`src/rtl/wash_run.sv`:
```
// Wash-execution controller: charges the fee, then sequences WASH -> RINSE -> SPIN
// with a per-phase BCD seconds countdown. Optional buzzer under `WASH_RUN_ALARM_EN.
module wash_run #(
    parameter int TICK_CYC = 100000000
) (
    input  logic        clk,
    input  logic        rst,
    input  logic        on,
    input  logic        start,
    input  logic [11:0] bal_in,
    input  logic [1:0]  mode,
    input  logic [4:0]  weight,
    input  logic        pause,
    output logic        busy,
    output logic        done,
    output logic        err,
    output logic [11:0] bal_out,
    output logic [2:0]  phase_light,
    output logic [11:0] sec_bcd,
    output logic        alarm
);

    localparam int CW = (TICK_CYC > 1) ? $clog2(TICK_CYC) : 1;
    localparam logic [CW-1:0] CNT_MAX = CW'(TICK_CYC - 1);

    typedef enum logic [2:0] {IDLE, WASH, RINSE, SPIN, DONE, ERR} state_t;

    state_t        state;
    logic          start_q;
    logic [CW-1:0] cnt;
    logic [7:0]    sec;

    logic          tick;
    logic          st_rise;
    logic [12:0]   cost;
    logic          bad_load;
    logic [7:0]    wash_dur;
    logic [7:0]    rinse_dur;

    assign tick      = (cnt == CNT_MAX) && !pause;
    assign st_rise   = start & ~start_q;
    assign cost      = 13'(weight) * (13'(mode) + 13'd1);
    // Balance is two's complement, so the affordability test must be signed.
    assign bad_load  = (weight == 5'd0) || (weight > 5'd20) ||
                       ($signed(cost) > $signed({bal_in[11], bal_in}));
    assign wash_dur  = 8'd10 + 8'(mode) * 8'd5;
    assign rinse_dur = 8'd5 + 8'(weight >> 1);

    always_ff @(posedge clk or negedge rst) begin
        if (!rst) begin
            state       <= IDLE;
            start_q     <= 1'b0;
            cnt         <= '0;
            sec         <= 8'd0;
            busy        <= 1'b0;
            done        <= 1'b0;
            err         <= 1'b0;
            bal_out     <= 12'd0;
            phase_light <= 3'b000;
        end else begin
            start_q <= start;
            if (!on) begin
                state       <= IDLE;
                cnt         <= '0;
                sec         <= 8'd0;
                busy        <= 1'b0;
                done        <= 1'b0;
                err         <= 1'b0;
                phase_light <= 3'b000;
            end else begin
                // The counter wraps exactly on a tick, so phase entries see it at zero.
                if (state inside {WASH, RINSE, SPIN, DONE} && !pause)
                    cnt <= (cnt == CNT_MAX) ? '0 : cnt + 1'b1;
                case (state)
                    IDLE: begin
                        cnt <= '0;
                        if (st_rise) begin
                            if (bad_load) begin
                                state       <= ERR;
                                bal_out     <= bal_in;
                                err         <= 1'b1;
                                sec         <= 8'd0;
                                phase_light <= 3'b101;
                            end else begin
                                state       <= WASH;
                                bal_out     <= bal_in - cost[11:0];
                                busy        <= 1'b1;
                                sec         <= wash_dur;
                                phase_light <= 3'b001;
                            end
                        end
                    end
                    WASH: if (tick) begin
                        if (sec == 8'd1) begin
                            state       <= RINSE;
                            sec         <= rinse_dur;
                            phase_light <= 3'b010;
                        end else begin
                            sec <= sec - 8'd1;
                        end
                    end
                    RINSE: if (tick) begin
                        if (sec == 8'd1) begin
                            state       <= SPIN;
                            sec         <= 8'd8;
                            phase_light <= 3'b100;
                        end else begin
                            sec <= sec - 8'd1;
                        end
                    end
                    SPIN: if (tick) begin
                        if (sec == 8'd1) begin
                            state       <= DONE;
                            sec         <= 8'd0;
                            busy        <= 1'b0;
                            done        <= 1'b1;
                            phase_light <= 3'b111;
                        end else begin
                            sec <= sec - 8'd1;
                        end
                    end
                    DONE: if (!start) begin
                        state       <= IDLE;
                        done        <= 1'b0;
                        phase_light <= 3'b000;
                    end
                    ERR: if (!start) begin
                        state       <= IDLE;
                        err         <= 1'b0;
                        phase_light <= 3'b000;
                    end
                    default: begin
                        state       <= IDLE;
                        busy        <= 1'b0;
                        done        <= 1'b0;
                        err         <= 1'b0;
                        sec         <= 8'd0;
                        phase_light <= 3'b000;
                    end
                endcase
            end
        end
    end

    // Double-dabble: 8-bit binary to three BCD digits.
    always_comb begin
        logic [19:0] sh;
        sh = {12'd0, sec};
        for (int i = 0; i < 8; i++) begin
            if (sh[11:8]  >= 4'd5) sh[11:8]  = sh[11:8]  + 4'd3;
            if (sh[15:12] >= 4'd5) sh[15:12] = sh[15:12] + 4'd3;
            if (sh[19:16] >= 4'd5) sh[19:16] = sh[19:16] + 4'd3;
            sh = sh << 1;
        end
        sec_bcd = sh[19:8];
    end

`ifdef WASH_RUN_ALARM_EN
    logic [1:0] alarm_left;
    logic       enter_done;

    assign enter_done = on && (state == SPIN) && tick && (sec == 8'd1);

    always_ff @(posedge clk or negedge rst) begin
        if (!rst) begin
            alarm      <= 1'b0;
            alarm_left <= 2'd0;
        end else if (enter_done) begin
            alarm      <= 1'b1;
            alarm_left <= 2'd3;
        end else if (!on || state != DONE || !start) begin
            alarm      <= 1'b0;
            alarm_left <= 2'd0;
        end else if (tick && alarm_left != 2'd0) begin
            alarm_left <= alarm_left - 2'd1;
            alarm      <= (alarm_left != 2'd1);
        end
    end
`else
    assign alarm = 1'b0;
`endif

endmodule
```
`config.mk`:
```
export PLATFORM = sky130hd
export DESIGN_NAME = wash_run
export DESIGN_NICKNAME = d
export VERILOG_FILES = /design/src/rtl/wash_run.sv
export SDC_FILE = /design/constraint.sdc
export NUM_CORES = 1
export LEC_CHECK = 0
export CAP_MARGIN = 20
export CORE_MARGIN = 1
export CORE_UTILIZATION = 45
export CTS_BUF_LIST = sky130_fd_sc_hd__clkbuf_4 sky130_fd_sc_hd__clkbuf_8 sky130_fd_sc_hd__clkbuf_16
export DETAILED_ROUTE_END_ITERATION = 10
export PLACE_DENSITY = 0.68
export SYNTH_ARGS = -nofsm -noshare
export SYNTH_HDL_FRONTEND = slang
export SYNTH_SLANG_ARGS = --single-unit
```
`constraint.sdc`:
```
create_clock -name clk -period 8.5 [get_ports clk]
set_input_delay 1.275 -clock clk [delete_from_list [all_inputs] [get_ports clk]]
set_output_delay 1.275 -clock clk [all_outputs]
set_load 0.05 [all_outputs]
```
==> impl_metrics.json <==
{
  "synth.ff_latch_count": 57,
  "place_inst": 806,
  "io_buffer_count": 51,
  "grt_max_degree": 58,
  "yosysSeqAreaShare_pct": 27.5,
  "insertion_delay_ns": 0.33,
  "period_needed_ns": 8.08,
  "netlist_area_mm2": 0.00519,
  "synth_edf_count": 0,
  "utilization_pct": 55.2,
  "setup.worst_path.start": "sec[5]",
  "vias": 4724,
  "drt_iter0_drc": 292,
  "instances_no_fill": 822,
  "yosysWarnings": 0,
  "numCtsBuffers": 9,
  "crit_end": "sec_bcd[2]",
  "relSlewSlack_pct": 32.3,
  "postSynth.asyncResetShare_pct": 100,
  "antenna_found_initial": 0,
  "num_rows": 38,
  "die_h_um": 109,
  "cts_sinks": 57,
  "drtPass1Iterations": 5,
  "ir_worst_vdd_v": 0.000579,
  "reg2reg_from": "cnt[19]",
  "routedWlPerCell_um": 14.9,
  "cp-end-kind": "output pin",
  "synth_area_leader_cell": "dfrtp_1",
  "cts_root_buf": "clkbuf_16",
  "yosys-top-cells-area": "dfrtp_1 27%, ha_1 11%, nor2_1 4.6%",
  "maxClockFrequency_mhz": 124,
  "placed_area_mm2": 0.00578,
  "ys_types": 81,
  "outcome": "finished, final reports clean",
  "synth_top_area_share_pct": 27.5,
  "core_area_mm2": 0.0110,
  "overflow": 0,
  "area_growth_pct": 17.2,
  "pwr_density_cell_mw_per_mm2": 450,
  "cts_buffer_depth": 2,
  "critical_path_class": "reg2out",
  "hold_class": "reg2reg",
  "final_area_mm2": 0.00609,
  "finalWirelength_um": 12200,
  "die_x_um": 109,
  "critPathLaunchType": "flip-flop",
  "gp_congestion": 0.911,
  "drv_slew": 0,
  "antennaDiodeCount": 0,
  "dp_hpwl_um": 9180,
  "synthFlopType": "dfrtp_1",
  "grt_pass1_vias": 4568,
  "path_clk_slew_ns": 0.05,
  "r2r_end": "cnt[22]",
  "cp_max_fo": 8,
  "r2r_slack_ns": 5.88,
  "start_util_pct": 47.1,
  "drv_cap": 0,
  "period_share_pct": 95.1,
  "drcViolationCount": 0,
  "setup_viol": 0,
  "finalSetupTns_ns": 0,
  "viasPerCell": 5.75,
  "rsz0062_at_grt": "false",
  "htreeDepth": 3,
  "num-nets-final": 751,
  "antenna_left": 0,
  "synth.avg_cell_area_um2": 8.16,
  "die-area_mm2": 0.0120,
  "fin_skew_ns": 0.00866,
  "hold_viol": 0,
  "r2r_cells": 8,
  "cts_tree": "done",
  "p_leak_nw": 2.78,
  "grt_pass1_wl_um": 21000,
  "syn_inst": 636,
  "worstPathArrival_ns": 6.81,
  "worstMarginPinSlew_ns": 1.01,
  "drive_gt1_share_pct": 6.89,
  "worstPathRequired_ns": 7.22,
  "io_pins": 55,
  "grt.total_usage_pct": 22.0
}
==> registers in the layout, indices dropped and copies added, names as in the netlist <==
signal and cells:
bal_out 12, busy 1, cnt 27, done 1
err 1, phase_light 3, sec 8, start_q 1
state 3
==> final cells by class <==
class / instances / area [µm²]
Sequential cell: 57 / 1430
Fill cell: 1001 / 4940
Tap cell: 140 / 175
Timing Repair Buffer: 53 / 526
Clock inverter: 6 / 67.6
Clock buffer: 10 / 239
Inverter: 47 / 176
Multi-Input combinational cell: 509 / 3480
==> kinds of logic (layout without fill, tap and decap cells) <==
kind of cell	count (synthesis)	count (layout)	synth area share (%)
mux	12	12	2.72
simple gates	237	237	22.2
xor+xnor	31	31	5.23
other cells	1	3	0.0722
flops	57	57	27.5
compound gates	176	176	23.8
fa+ha+maj	50	50	12.8
buf+inv	72	116	5.71
==> metrics by stage <==
step	hold WS (ns)	power, W	setup WS, ns
2_1_floorplan	0.437	0.00189	1.27
3_3_place_gp	0.461	0.00232	1.07
3_5_place_dp	0.475	0.00237	0.710
4_1_cts	0.483	0.00275	0.341
5_1_grt	0.521	0.00293	0.0164
6_report	0.477	0.00274	0.416
==> cells in the mapped netlist (all sizes together), types with 6 or more instances <==
| cell type | instances |
|---|---|
| nor2 | 65 |
| nand2 | 61 |
| dfrtp | 57 |
| inv | 46 |
| ha | 45 |
| o21ai | 44 |
| a21oi | 33 |
| nand3 | 22 |
| nor3 | 20 |
| clkbuf | 17 |
| xnor2 | 17 |
| nand2b | 14 |
| xor2 | 14 |
| a21o | 13 |
| o31ai | 12 |
| a31oi | 11 |
| nor2b | 10 |
| a211oi | 9 |
| buf | 8 |
| or3 | 8 |
| and3 | 7 |
| mux2i | 7 |
| nand4 | 7 |
| o211ai | 7 |
| o21a | 7 |
| and2 | 6 |
==> where the power goes <==
part,total [W],switching [W],internal [W]
combinational,0.00196,0.00123,0.000731
sequential,0.000412,0.0000828,0.000329
clock,0.000366,0.000132,0.000235
total,0.00274,0.00144,0.00129
==> worst max-delay path, stage by stage, from the launching register on <==
cell and delay, ns:
dfrtp_1 0.46, inv_1 0.14, ha_1 0.19, inv_1 0.05, ha_1 0.26, a21oi_1 0.27, xnor2_1 0.23, ha_1 0.21
and2b_1 0.27, or4_1 0.48, o2111ai_4 0.14, ha_1 0.34, nand2b_1 0.15, a31oi_4 0.22, xnor2_1 0.22, ha_1 0.27
nand2b_1 0.13, a21boi_2 0.19, o221a_2 0.31, a21oi_1 0.27, nor2_1 0.12, ha_1 0.22, nand2b_1 0.13, o21ai_0 0.16
a211oi_2 0.21, clkdlybuf4s50_1 0.83
==> cell usage in the layout (no fill, tap or decap), types with 6 or more instances in the layout <==
cell / count
nand2_1: 61
nand4_1: 7
nand2b_1: 14
and3_1: 7
a21oi_1: 32
nand3_1: 22
a31oi_1: 10
clkdlybuf4s50_1: 48
inv_1: 45
o31ai_1: 11
nor2b_1: 10
or3_1: 8
clkbuf_16: 9
o21ai_0: 42
nor3_1: 18
mux2i_1: 6
a21o_1: 13
xnor2_1: 17
o211ai_1: 6
ha_1: 45
dfrtp_1: 57
nor2_1: 64
o21a_1: 7
xor2_1: 14
==> worst min-delay path by stage <==
stage | endpoint | startpoint | slack [ns] | cells past startpoint
floorplan | cnt[22] | cnt[22] | 0.44 | 1
global placement | cnt[22] | cnt[22] | 0.46 | 1
detailed placement | bal_out[2] | bal_out[2] | 0.47 | 2
CTS | cnt[22] | cnt[22] | 0.48 | 1
global route | cnt[22] | cnt[22] | 0.52 | 1
finish | cnt[22] | cnt[22] | 0.48 | 1
==> timing repair <==
item / CTS / global route
endpoints found under the setup margin: 0 / 2
endpoints found under the hold margin: 0 / 0
buffers inserted: 0 / 0
resized for setup: 0 / 2
hold buffers: 0 / 0
==> routing by layer <==
layer / share of wire, % / up-vias / global-route usage (%)
met5: 0 / - / 0
met4: 1.8 / 0 / 6.67
met3: 5.5 / 21 / 4.33
met2: 47 / 131 / 37.3
met1: 45 / 2241 / 28.4
li1: - / 2331 / -
(Power assumes the default switching activity.)
